$ cat src/rtl/serial_arith_pkg.sv
// Shared definitions for the bit-serial subtractor: FSM state encoding and
// the default operand width.
package serial_arith_pkg;

    localparam int WIDTH_DEFAULT = 8;

    typedef enum logic [1:0] {
        IDLE  = 2'd0,
        SHIFT = 2'd1,
        DONE  = 2'd2
    } state_t;

endpackage

$ cat src/rtl/full_sub.sv
// One-bit full subtractor cell: d = a - b - bin, bout set when a < b + bin.
module full_sub (
    input  logic a,
    input  logic b,
    input  logic bin,
    output logic d,
    output logic bout
);

    assign d    = a ^ b ^ bin;
    assign bout = (~a & b) | (~(a ^ b) & bin);

endmodule

$ cat src/rtl/serial_full_subtractor.sv
// Bit-serial full subtractor: diff = a - b - bin (mod 2^WIDTH), one bit per
// clock, LSB first, with a valid/ready handshake on both sides.
// Optional self-checks: define SERIAL_FULL_SUBTRACTOR_ASSERT_EN to compile
// immediate assertions on each processed bit and on the final result.
//
//   state | meaning
//   IDLE  | in_ready high, waiting for operands
//   SHIFT | processing one bit per cycle, counter 0..WIDTH-1
//   DONE  | out_valid high, result held until out_ready
module serial_full_subtractor
    import serial_arith_pkg::*;
#(
    parameter int WIDTH = WIDTH_DEFAULT
) (
    input  logic             clk,
    input  logic             rst,
    input  logic             in_valid,
    output logic             in_ready,
    input  logic [WIDTH-1:0] a,
    input  logic [WIDTH-1:0] b,
    input  logic             bin,
    output logic             out_valid,
    input  logic             out_ready,
    output logic [WIDTH-1:0] diff,
    output logic             bout
);

    localparam int CNT_W = $clog2(WIDTH);
    localparam logic [CNT_W-1:0] CNT_LAST = CNT_W'(WIDTH - 1);

    state_t           state_q;
    logic [WIDTH-1:0] a_q;
    logic [WIDTH-1:0] b_q;
    logic             br_q;
    logic [WIDTH-1:0] diff_q;
    logic             bout_q;
    logic [CNT_W-1:0] cnt_q;
    logic             in_ready_q;
    logic             out_valid_q;

    logic             d_bit;
    logic             br_d;
    logic [WIDTH-1:0] diff_d;

    full_sub u_cell (
        .a    (a_q[0]),
        .b    (b_q[0]),
        .bin  (br_q),
        .d    (d_bit),
        .bout (br_d)
    );

    // New difference bit enters at the MSB so the LSB-first stream lands aligned.
    assign diff_d = {d_bit, diff_q[WIDTH-1:1]};

    // Handshake FSM and serial datapath; outputs are registered.
    always_ff @(posedge clk) begin
        if (rst) begin
            state_q     <= IDLE;
            a_q         <= '0;
            b_q         <= '0;
            br_q        <= 1'b0;
            diff_q      <= '0;
            bout_q      <= 1'b0;
            cnt_q       <= '0;
            in_ready_q  <= 1'b1;
            out_valid_q <= 1'b0;
        end else begin
            case (state_q)
                IDLE: begin
                    if (in_valid && in_ready_q) begin
                        a_q        <= a;
                        b_q        <= b;
                        br_q       <= bin;
                        cnt_q      <= '0;
                        in_ready_q <= 1'b0;
                        state_q    <= SHIFT;
                    end
                end
                SHIFT: begin
                    a_q    <= a_q >> 1;
                    b_q    <= b_q >> 1;
                    br_q   <= br_d;
                    diff_q <= diff_d;
                    if (cnt_q == CNT_LAST) begin
                        cnt_q       <= '0;
                        bout_q      <= br_d;
                        out_valid_q <= 1'b1;
                        state_q     <= DONE;
                    end else begin
                        cnt_q <= cnt_q + CNT_W'(1);
                    end
                end
                DONE: begin
                    if (out_ready) begin
                        out_valid_q <= 1'b0;
                        in_ready_q  <= 1'b1;
                        state_q     <= IDLE;
                    end
                end
                default: begin
                    state_q     <= IDLE;
                    in_ready_q  <= 1'b1;
                    out_valid_q <= 1'b0;
                end
            endcase
        end
    end

    assign in_ready  = in_ready_q;
    assign out_valid = out_valid_q;
    assign diff      = diff_q;
    assign bout      = bout_q;

`ifdef SERIAL_FULL_SUBTRACTOR_ASSERT_EN
    logic [WIDTH-1:0] a_lat_q;
    logic [WIDTH-1:0] b_lat_q;
    logic             bin_lat_q;
    logic [WIDTH:0]   ref_res;

    // Keep an untouched copy of the accepted operands for the end-of-run check.
    always_ff @(posedge clk) begin
        if (rst) begin
            a_lat_q   <= '0;
            b_lat_q   <= '0;
            bin_lat_q <= 1'b0;
        end else if (state_q == IDLE && in_valid && in_ready_q) begin
            a_lat_q   <= a;
            b_lat_q   <= b;
            bin_lat_q <= bin;
        end
    end

    assign ref_res = {1'b1, a_lat_q} - {1'b0, b_lat_q} - {{WIDTH{1'b0}}, bin_lat_q};

    // Check every processed bit and the held result against plain arithmetic.
    always @(posedge clk) begin
        if (!rst) begin
            if (state_q == SHIFT) begin
                assert (d_bit == (a_q[0] ^ b_q[0] ^ br_q))
                else $error("serial_full_subtractor: bad d a=%h b=%h bin=%b cnt=%0d",
                            a_lat_q, b_lat_q, bin_lat_q, cnt_q);
                assert (br_d == ((~a_q[0] & b_q[0]) | (~(a_q[0] ^ b_q[0]) & br_q)))
                else $error("serial_full_subtractor: bad borrow a=%h b=%h bin=%b cnt=%0d",
                            a_lat_q, b_lat_q, bin_lat_q, cnt_q);
            end
            if (state_q == DONE) begin
                assert ({~bout_q, diff_q} == ref_res)
                else $error("serial_full_subtractor: bad result a=%h b=%h bin=%b diff=%h bout=%b",
                            a_lat_q, b_lat_q, bin_lat_q, diff_q, bout_q);
            end
        end
    end
`endif

endmodule

$ cat config.mk
export PLATFORM = sky130hd
export DESIGN_NAME = serial_full_subtractor
export DESIGN_NICKNAME = d
export VERILOG_FILES = /design/src/rtl/serial_arith_pkg.sv /design/src/rtl/full_sub.sv /design/src/rtl/serial_full_subtractor.sv
export SDC_FILE = /design/constraint.sdc
export NUM_CORES = 1
export LEC_CHECK = 0
export ABC_AREA = 1
export BUFFER_PORTS_ARGS = -buffer_cell sky130_fd_sc_hd__buf_2
export CAP_MARGIN = 25
export CORE_ASPECT_RATIO = 0.9
export CORE_MARGIN = 3
export CORE_UTILIZATION = 49
export CTS_BUF_LIST = sky130_fd_sc_hd__clkbuf_16
export DETAILED_ROUTE_END_ITERATION = 12
export PLACE_DENSITY = 0.83
export SLEW_MARGIN = 20
export SYNTH_ARGS = -nofsm -noshare
export SYNTH_HDL_FRONTEND = slang
export SYNTH_HIERARCHICAL = 1
export SYNTH_SLANG_ARGS = --single-unit
export TNS_END_PERCENT = 10
$ cat constraint.sdc
create_clock -name clk -period 1.02 [get_ports clk]
set_input_delay 0.102 -clock clk [delete_from_list [all_inputs] [get_ports clk]]
set_output_delay 0.102 -clock clk [all_outputs]
set_load 0.005 [all_outputs]
==> reports/results.tsv <==
stage	metric	value	unit
route	routed_wl	4.06	mm
run	drv_cap	0	
place	port_buffers	31	
grt	grt_pass1_wl	6.23	mm
worst_setup_path	crit_type	flip-flop to flip-flop	
sta	period_needed	1.11	ns
cts	cts_tree	built	
place	routabilityCongestion	0.809	
yosys	synth_edf_count	0	
pwr	power_per_cell_area	1760	mW/mm²
floorplanning	ios	32	
floorplanning	die_h	60.7	µm
cts	cts.sinks	33	
sta	max_slew_margin	80.7	%
yosys	synth.mux.area_fraction	0	%
yosys	syn_area_per_cell	6.70	µm²
cells_and_area	layout_commonest_cell	nand2_1	
sta	finClkSkew	0.00434	ns
yosys	yosys_warnings	6	
sta	drv_slew	0	
grt	track_usage	20.7	%
place	placed_cells	321	
yosys	synth_compound_gate_area_share	5.53	%
cts	clk_latency	0.28	ns
floorplanning	start_util	52.3	%
floorplanning	die-area	0.00405	mm²
yosys	syn_nets	267	
cts	cts-buffers-inserted	5	
worst_setup_path	rr_worst_depth	6	
cells_and_area	layout_common_cells	nand2_1, nor2_1, nand3_1, buf_2, dfxtp_1	
pwr	cellLeakagePower	1.11	nW
grt	first_global_vias	1459	
grt	grt_remaining_overflow	0	
worst_setup_path	critical_path.top_delay_family	adder cells	
place	place_area	0.00194	mm²
route	drt-pass1-iter-count	4	
place	dp_hpwl	2.43	mm
cells_and_area	drive_gt1_share	30.0	%
worst_setup_path	cp-startpoint	a_q[0]	
worst_setup_path	path_max_fanout	2	
yosys	synth_top_family_by_area	simple AND/OR/NAND/NOR gates	
worst_setup_path	path_buf_inv	1	
cells_and_area	layout.nets	313	
worst_setup_path	critPathCapture	br_q	
cells_and_area	stdcell_area	0.00227	mm²
route	drt_first_iter_violations	102	
route	vias	1622	
worst_setup_path	critical_path.cell_chain	fa_2 -> inv_2 -> nand3_2 -> nand2_1 -> nor2_1 -> nor2_1	
route	ant_nets	0	
worst_setup_path	crit_path_max_incr_delay	0.38	ns
route	avgRoutedWirePerCell	12.2	µm
route	drcViolationCount	0	
sta	finalHoldViolCount	0	
worst_setup_path	startpoint_type	flip-flop	
yosys	netlist.area_leader.share	40.6	%
grt	antenna_found_initial	0	
status	violations	negative setup slack	
sta	fin_ws	-0.0926	ns
pwr	power	4.00	mW
yosys	yosys.area_share.simple	39.8	%
sta	tightest_slew	0.286	ns
floorplanning	die_w	66.8	µm
sta	max_freq	0.899	GHz
cells_and_area	diodes	0	
status	status	complete, but fails checks	
worst_setup_path	timing.rr.end	br_q	
worst_setup_path	worst-r2r-setup-slack	-0.09	ns
cts	clockRootBuffer	clkbuf_16	
cells_and_area	area_growth	39.3	%
yosys	ys_seq_area_share	40.6	%
grt	grt_max_degree	27	
yosys	synth-seq-cells	33	
sta	finalCritPeriodShare	109	%
worst_setup_path	arrival	1.33	ns
sta	rsz0062_at_grt	true	
cts	cts_hold_buffers	0	
min_path	hp-class	primary input to flip-flop	
yosys	yosysUniqueCellTypes	17	
worst_setup_path	crit_cells	6	
yosys	synth_adder_area_share	2.76	%
yosys	synthCells	243	
cts	h-tree-depth	2	
worst_setup_path	r2r-start	a_q[0]	
worst_setup_path	end_kind	flip-flop	
yosys	synthArstFlopShare	0	%
yosys	syn_area	0.00163	mm²
cells_and_area	final_cells	332	
yosys	yosys.area.top_type	dfxtp_1	
floorplanning	core_area	0.00311	mm²
cts	cts.path.max_buffers	2	
sta	finalSetupViolCount	18	
route	viasPerCell	4.89	
worst_setup_path	cp.required	1.23	ns
worst_setup_path	path_common_cell	nor2_1	
yosys	synth_xor_area_share	0	%
cts	path_clk_slew	0.05	ns
worst_setup_path	slowest_stage	fa_2	
floorplanning	rows	19	
yosys	synth_area_leaders	dfxtp_1, nand2_1, nor2_1	
yosys	yosys_most_used_dff	dfxtp_1	
pwr	irDropWorstVdd	1.64	mV
==> where the power goes <==
group | switching, mW | internal (mW)
registers | 0.0809 | 1.42
clock network | 0.523 | 1.13
logic | 0.443 | 0.407
==> cell usage after synthesis (2+ instances only) <==
| master | count |
|---|---|
| nand2_1 | 60 |
| buf_2 | 4 |
| a21oi_1 | 9 |
| ha_1 | 2 |
| nand3_1 | 36 |
| clkbuf_1 | 2 |
| buf_6 | 3 |
| dfxtp_1 | 33 |
| buf_4 | 4 |
| nor2_4 | 2 |
| o21ai_0 | 9 |
| nor2_1 | 51 |
| inv_1 | 24 |
==> state kept, by name (all words and copies together), names as in the netlist <==
| signal | cells |
|---|---|
| in_ready | 1 |
| cnt_q | 3 |
| diff | 8 |
| a_q | 8 |
| state_q | 2 |
| b_q | 8 |
| bout | 1 |
| br_q | 1 |
| out_valid | 1 |
==> layout make-up <==
| cell class | count | area, µm² |
|---|---|---|
| fillers | 249 | 845 |
| clock buffers | 5 | 125 |
| well taps | 42 | 52.6 |
| multi-input cells | 172 | 855 |
| repair buffers | 52 | 424 |
| flip-flops and latches | 33 | 674 |
| clock inverters | 3 | 37.5 |
| inverters | 25 | 101 |
==> metal layers <==
metal	routed length, µm	track usage [%]	vias to the layer above
met5	0	0	-
met4	114	8.99	0
met3	245	6.85	10
met2	2000	33.5	47
met1	1710	25.3	720
li1	-	-	845
==> what timing repair did <==
| action | CTS | global route |
|---|---|---|
| buffers inserted | 1 | 0 |
| resized for setup | 15 | 25 |
| pin swaps | 10 | 14 |
| gates cloned | 0 | 2 |
| endpoints found under the setup margin | 30 | 32 |
==> worst reg2reg max path, cell delays in order (launching register included) <==
cell,delay [ns]
dfxtp_2,0.33
fa_2,0.38
inv_2,0.07
nand3_2,0.07
nand2_1,0.08
nor2_1,0.05
nor2_1,0.07
==> metrics by stage <==
step           hold slack [ns]  setup TNS (ns)  util [%]  setup WS [ns]
6_report                0.0853          -0.457      72.9        -0.0926
5_1_grt                 0.0881           -2.21      72.9         -0.176
4_1_cts                 0.0779          -0.566      69.2        -0.0549
3_5_place_dp             0.370           -1.38      62.4         -0.108
3_3_place_gp             0.365          -0.460      62.4        -0.0576
2_1_floorplan            0.240         -0.0924         -        -0.0306
==> kinds of logic (layout without fill, tap and decap cells) <==
kind of cell | count (synthesis) | after routing
AO/OA/AOI/OAI | 18 | 18
buffers and inverters | 38 | 85
flip-flops | 33 | 33
adder cells (fa/ha/maj) | 3 | 3
AND/OR/NAND/NOR | 151 | 151
==> worst min-delay path by stage <==
stage               cells after the start         end      start
floorplan                               2      a_q[7]       a[7]
global placement                        4  state_q[1]  out_ready
detailed placement                      3      a_q[7]       a[7]
CTS                                     4  state_q[1]  out_ready
global route                            3      a_q[7]       a[7]
finish                                  4  state_q[1]  out_ready
No activity file was read; power rests on OpenSTA's default activity.
